[config.mk]
export PLATFORM = sky130hd
export DESIGN_NAME = alu_sequencer
export DESIGN_NICKNAME = d
export VERILOG_FILES = /design/src/rtl/alu_pkg.sv /design/src/rtl/alu_regfile.sv /design/src/rtl/alu_sequencer.sv
export SDC_FILE = /design/constraint.sdc
export NUM_CORES = 1
export LEC_CHECK = 0
export CORE_ASPECT_RATIO = 0.6
export CORE_MARGIN = 2
export CORE_UTILIZATION = 35
export DETAILED_ROUTE_END_ITERATION = 8
export HOLD_SLACK_MARGIN = 0.05
export PLACE_DENSITY_LB_ADDON = 0.3
export SLEW_MARGIN = 20
export SYNTH_ARGS = -nofsm -noshare
export SYNTH_HDL_FRONTEND = slang
export SYNTH_HIERARCHICAL = 1
export SYNTH_SLANG_ARGS = --single-unit
[constraint.sdc]
create_clock -name clk -period 2.75 [get_ports clk]
set_clock_uncertainty 0.2 [all_clocks]
set_input_delay 0.6875 -clock clk [delete_from_list [all_inputs] [get_ports clk]]
set_output_delay 0.6875 -clock clk [all_outputs]
set_load 0.03 [all_outputs]
[src/rtl/alu_pkg.sv]
// alu_pkg: shared constants for the ALU and its sequencer.
//   W      data width (matches the 4-bit ALU)
//   NREGS  register file depth (3-bit addresses)
//   ADD..AND opcode encodings, also decoded by the ALU itself
//   state_t sequencer FSM encoding
package alu_pkg;
   localparam int W     = 4;
   localparam int NREGS = 8;
   localparam int AW    = 3;

   localparam logic [2:0] ADD = 3'b000;
   localparam logic [2:0] SUB = 3'b001;
   localparam logic [2:0] MUL = 3'b010;
   localparam logic [2:0] DIV = 3'b011;
   localparam logic [2:0] NOT = 3'b100;
   localparam logic [2:0] XOR = 3'b101;
   localparam logic [2:0] OR  = 3'b110;
   localparam logic [2:0] AND = 3'b111;

   typedef enum logic [1:0] {
      IDLE = 2'd0,
      EXEC = 2'd1,
      RESP = 2'd2
   } state_t;
endpackage

[src/rtl/alu_regfile.sv]
// alu_regfile: 8 x 4-bit register file for the ALU sequencer.
//   clk, rst                    clock, async active-high reset (clears all entries)
//   ld_en, ld_addr, ld_data     external load port
//   wb_en, wb_addr, wb_data     ALU writeback port
//   raddr1/rdata1, raddr2/rdata2 asynchronous read ports
module alu_regfile
   import alu_pkg::*;
(
   input  logic          clk,
   input  logic          rst,
   input  logic          ld_en,
   input  logic [AW-1:0] ld_addr,
   input  logic [W-1:0]  ld_data,
   input  logic          wb_en,
   input  logic [AW-1:0] wb_addr,
   input  logic [W-1:0]  wb_data,
   input  logic [AW-1:0] raddr1,
   output logic [W-1:0]  rdata1,
   input  logic [AW-1:0] raddr2,
   output logic [W-1:0]  rdata2
);

   logic [W-1:0] regs [NREGS];

   // Single write port. Load (IDLE only) and writeback (EXEC only) are
   // mutually exclusive in time, so the select order never matters in use.
   always_ff @(posedge clk or posedge rst) begin
      if (rst) begin
         for (int i = 0; i < NREGS; i++) regs[i] <= '0;
      end else if (wb_en) begin
         regs[wb_addr] <= wb_data;
      end else if (ld_en) begin
         regs[ld_addr] <= ld_data;
      end
   end

   // No bypass: a load at the accept edge is not seen by that request.
   assign rdata1 = regs[raddr1];
   assign rdata2 = regs[raddr2];

endmodule

[src/rtl/alu_sequencer.sv]
// alu_sequencer: multi-cycle controller in front of the combinational ALU.
//   clk, rst                         clock, async active-high reset
//   ld_en, ld_addr, ld_data          register load (honoured in IDLE only)
//   in_valid/in_ready, in_op,
//   in_dst, in_src1, in_src2         operation request
//   alu_oc, alu_a, alu_b             registered ALU drive
//   alu_f                            ALU result (combinational from alu_*)
//   out_valid/out_ready, out_data,
//   out_dst, out_dz                  result handshake, dz = divide by zero
// FSM: IDLE (accept) -> EXEC (capture/writeback) -> RESP (hold until ack).
module alu_sequencer
   import alu_pkg::*;
(
   input  logic          clk,
   input  logic          rst,
   input  logic          ld_en,
   input  logic [2:0]    ld_addr,
   input  logic [W-1:0]  ld_data,
   input  logic          in_valid,
   output logic          in_ready,
   input  logic [2:0]    in_op,
   input  logic [2:0]    in_dst,
   input  logic [2:0]    in_src1,
   input  logic [2:0]    in_src2,
   output logic [2:0]    alu_oc,
   output logic [W-1:0]  alu_a,
   output logic [W-1:0]  alu_b,
   input  logic [W-1:0]  alu_f,
   output logic          out_valid,
   input  logic          out_ready,
   output logic [W-1:0]  out_data,
   output logic [2:0]    out_dst,
   output logic          out_dz
);

   state_t       state;
   logic [W-1:0] rd1, rd2;
   logic         div0;
   logic         wb_en;
   logic         ld_we;

   // Divide-by-zero is judged from the registered operands, so it is
   // settled before the EXEC edge that would commit the result.
   assign div0  = (alu_oc == DIV) && (alu_b == '0);
   assign wb_en = (state == EXEC) && !div0;
   assign ld_we = ld_en && (state == IDLE);

   alu_regfile u_rf (
      .clk     (clk),
      .rst     (rst),
      .ld_en   (ld_we),
      .ld_addr (ld_addr),
      .ld_data (ld_data),
      .wb_en   (wb_en),
      .wb_addr (out_dst),
      .wb_data (alu_f),
      .raddr1  (in_src1),
      .rdata1  (rd1),
      .raddr2  (in_src2),
      .rdata2  (rd2)
   );

   always_ff @(posedge clk or posedge rst) begin
      if (rst) begin
         state    <= IDLE;
         alu_oc   <= '0;
         alu_a    <= '0;
         alu_b    <= '0;
         out_data <= '0;
         out_dst  <= '0;
         out_dz   <= 1'b0;
      end else begin
         case (state)
            IDLE: begin
               if (in_valid) begin
                  alu_oc  <= in_op;
                  alu_a   <= rd1;
                  alu_b   <= rd2;
                  out_dst <= in_dst;
                  state   <= EXEC;
               end
            end
            EXEC: begin
               if (div0) begin
                  out_data <= '1;
                  out_dz   <= 1'b1;
               end else begin
                  out_data <= alu_f;
                  out_dz   <= 1'b0;
               end
               state <= RESP;
            end
            RESP: begin
               if (out_ready) state <= IDLE;
            end
            default: state <= IDLE;
         endcase
      end
   end

   // Handshake flags come straight from the state register.
   assign in_ready  = (state == IDLE);
   assign out_valid = (state == RESP);

endmodule

==> results.cfg <==
[synthesis]
async_flop_share = 1.00
synth_cell_types = 43
synth_nets = 271
yosys_warnings = 6
ys.flop_type = dfrtp_1
synthCells = 243
syn_avg_cell_area_um2 = 13.3
synth_edf_count = 0
ys_seq_area_frac = 0.410
ys_ff_latch = 53
syn_area_um2 = 3230

[setup_path]
r2r_cells = 6
crit_fanout = 9
worstSetupPathType = register to register
timing.rr.start = alu_b[0]$_DFFE_PP0P_
crit_cells = 6
required_ps = 2780
cpLargestDelayFamily = simple AND/OR/NAND/NOR gates
startpoint = alu_b[0]$_DFFE_PP0P_
r2r_end = u_rf/regs[27]$_DFFE_PP0P_
cpMaxStageDelayCell = or4b_4
crit_arrival_ps = 2670
cp-start-kind = register
max_stage_delay_ps = 620
critPathBufInv = 0
setup.worst_path.end_class = register
path_cells = nor3_2 > nand4_1 > and2_1 > or4b_4 > o22ai_1 > mux2_2
worstSetupEndpoint = u_rf/regs[27]$_DFFE_PP0P_
regToRegSetupSlack_ps = 110

[clock_tree]
cts_buffers = 5
clk_path_buf_depth = 2
cts-root-buf = clkbuf_16
clk_pin_slew_worst_paths_ps = 70
clk_latency_ps = 290
post_cts_buffers = 0
hold_buffers = 0
clock-sinks = 53
cts_tree = built
cts-resized-gates = 0
htreeDepth = 2

[detailed_routing]
num_vias = 2378
vias_per_cell = 5.70
remaining_drc_errors = 0
ant_nets = 0
drt-initial-drc-count = 191
wl_mm = 8.66
drtPass1Iterations = 5
wire_per_inst_um = 20.8

[global_route]
grt_max_degree = 33
grt_pass1_vias = 2418
grt_overflow = 0
grt_pass1_wl_mm = 14.0
antenna_found_initial = 0
track_usage = 0.187

[power]
leakage_nw = 1.74
p_per_area_nw_per_um2 = 966
power_frac_clock = 0.157
switchingPower_w = 0.00152
ir_drop_v = 0.000718
p_seq_frac = 0.362
intPower_w = 0.00241
comb_power_share = 0.481
switching_share = 0.387

[timing]
worst_slew_pin_slew_ps = 446
fin_setup_tns_ps = 0
fmax_mhz = 379
setup_viol = 0
hold_viol = 0
worst_slack_ps = 114
max-slew-margin-rel = 0.702
finalCritPeriodShare = 0.959
period_needed_ps = 2640
slew_viol_final = 0
whs_ps = 315

[cells_and_area]
n_antenna_cell = 0
final_cells = 417
drive_gt1_frac = 0.349
layout.nets = 328
final_cell_mix = dfrtp_1, clkdlybuf4s50_1, mux2_2
fillers = 836
final_area_um2 = 4070
syn2layout_area_growth_pct = 25.7
layout_commonest_cell = dfrtp_1

[floorplanning]
die_h_um = 78.4
die_w_um = 128
die_area_um2 = 10000
pin_count = 49
start_util = 0.356
num_rows = 27
core-area_um2 = 9090

[placement]
dpl-instance-area_um2 = 3920
gp_congestion = 0.886
dp_hpwl_mm = 6.93
pre_cts_ws_ps = 5.59
port_buffers = 48
dpl.cell_count = 409

[min_path]
worstHoldPathType = register to register

[outcome]
status = finished, final reports clean

[flow_run]
maxCapViolations = 0
## through the flow
step | total power [W] | util
after floorplan | 0.00266 | -
after CTS | 0.00394 | 0.447
after detailed placement | 0.00330 | 0.432
after global placement | 0.00327 | 0.432
final | 0.00393 | 0.447
after global routing | 0.00416 | 0.447
## cell usage after synthesis (3+ instances only)
library cell,instances,area [µm²]
a21oi_1,4,20.0
buf_2,7,35.0
buf_6,4,45.0
dfrtp_1,53,1330
inv_1,9,33.8
mux2_1,13,146
mux2_2,31,349
mux2_4,10,150
mux4_2,16,360
nand2_1,4,15.0
nand2b_1,6,37.5
nand3_1,4,20.0
nand3b_1,4,30.0
nor2_1,10,37.5
o22ai_1,28,175
o2bb2ai_1,3,26.3
or3b_2,4,35.0
## metal layers
metal / up-vias / global-route usage / routed length (µm)
li1: 1058 / - / -
met1: 1184 / 0.299 / 4380
met2: 129 / 0.239 / 3300
met3: 7 / 0.0607 / 938
met4: 0 / 0.0352 / 42
met5: - / 0 / 0
## final cells by class
type	count	area, µm²	area share
clock inverter	2	10.0	0.00246
tap	116	145	0.0357
sequential	53	1330	0.326
multi-input combinational	166	1760	0.434
clock buffer	6	129	0.0317
inverter	9	33.8	0.00831
timing repair buffer	65	658	0.162
## worst min path at each step
stage                                      endpoint  slack (ps)  cells after the start                 startpoint
after floorplan           u_rf/regs[11]$_DFFE_PP0P_         270                      1  u_rf/regs[11]$_DFFE_PP0P_
after global placement           out_dz$_DFFE_PP0N_         280                      2         out_dz$_DFFE_PP0N_
after detailed placement         out_dz$_DFFE_PP0N_         300                      2         out_dz$_DFFE_PP0N_
after CTS                        out_dz$_DFFE_PP0N_         320                      2         out_dz$_DFFE_PP0N_
after global routing      u_rf/regs[28]$_DFFE_PP0P_         340                      1  u_rf/regs[28]$_DFFE_PP0P_
final                            out_dz$_DFFE_PP0N_         310                      2         out_dz$_DFFE_PP0N_
## worst min-delay path: cells and delay by family, from the launching register on
kind / cells / cell delay, ps
flops: 1 / 360
compound gates: 1 / 70
simple gates: 1 / 50
## logic make-up after synthesis
logic type / share of synthesized area
and+or+nand+nor: 0.108
AOI/OAI and AO/OA: 0.124
muxes: 0.311
DFF: 0.410
buffers and inverters: 0.0461
## state kept, by name, summed over array words and instances (netlist names)
name	count
out_dst	3
alu_oc	3
out_dz	1
u_rf/regs	32
alu_b	4
state	2
alu_a	4
out_data	4
## power groups by stage
stage	registers [W]	clock network, W	logic, W
final	0.00142	0.000617	0.00189
after global routing	0.00147	0.000669	0.00202
after CTS	0.00141	0.000632	0.00189
after detailed placement	0.00142	0	0.00188
after global placement	0.00141	0	0.00186
after floorplan	0.00152	0	0.00114
(Power assumes the default switching activity.)
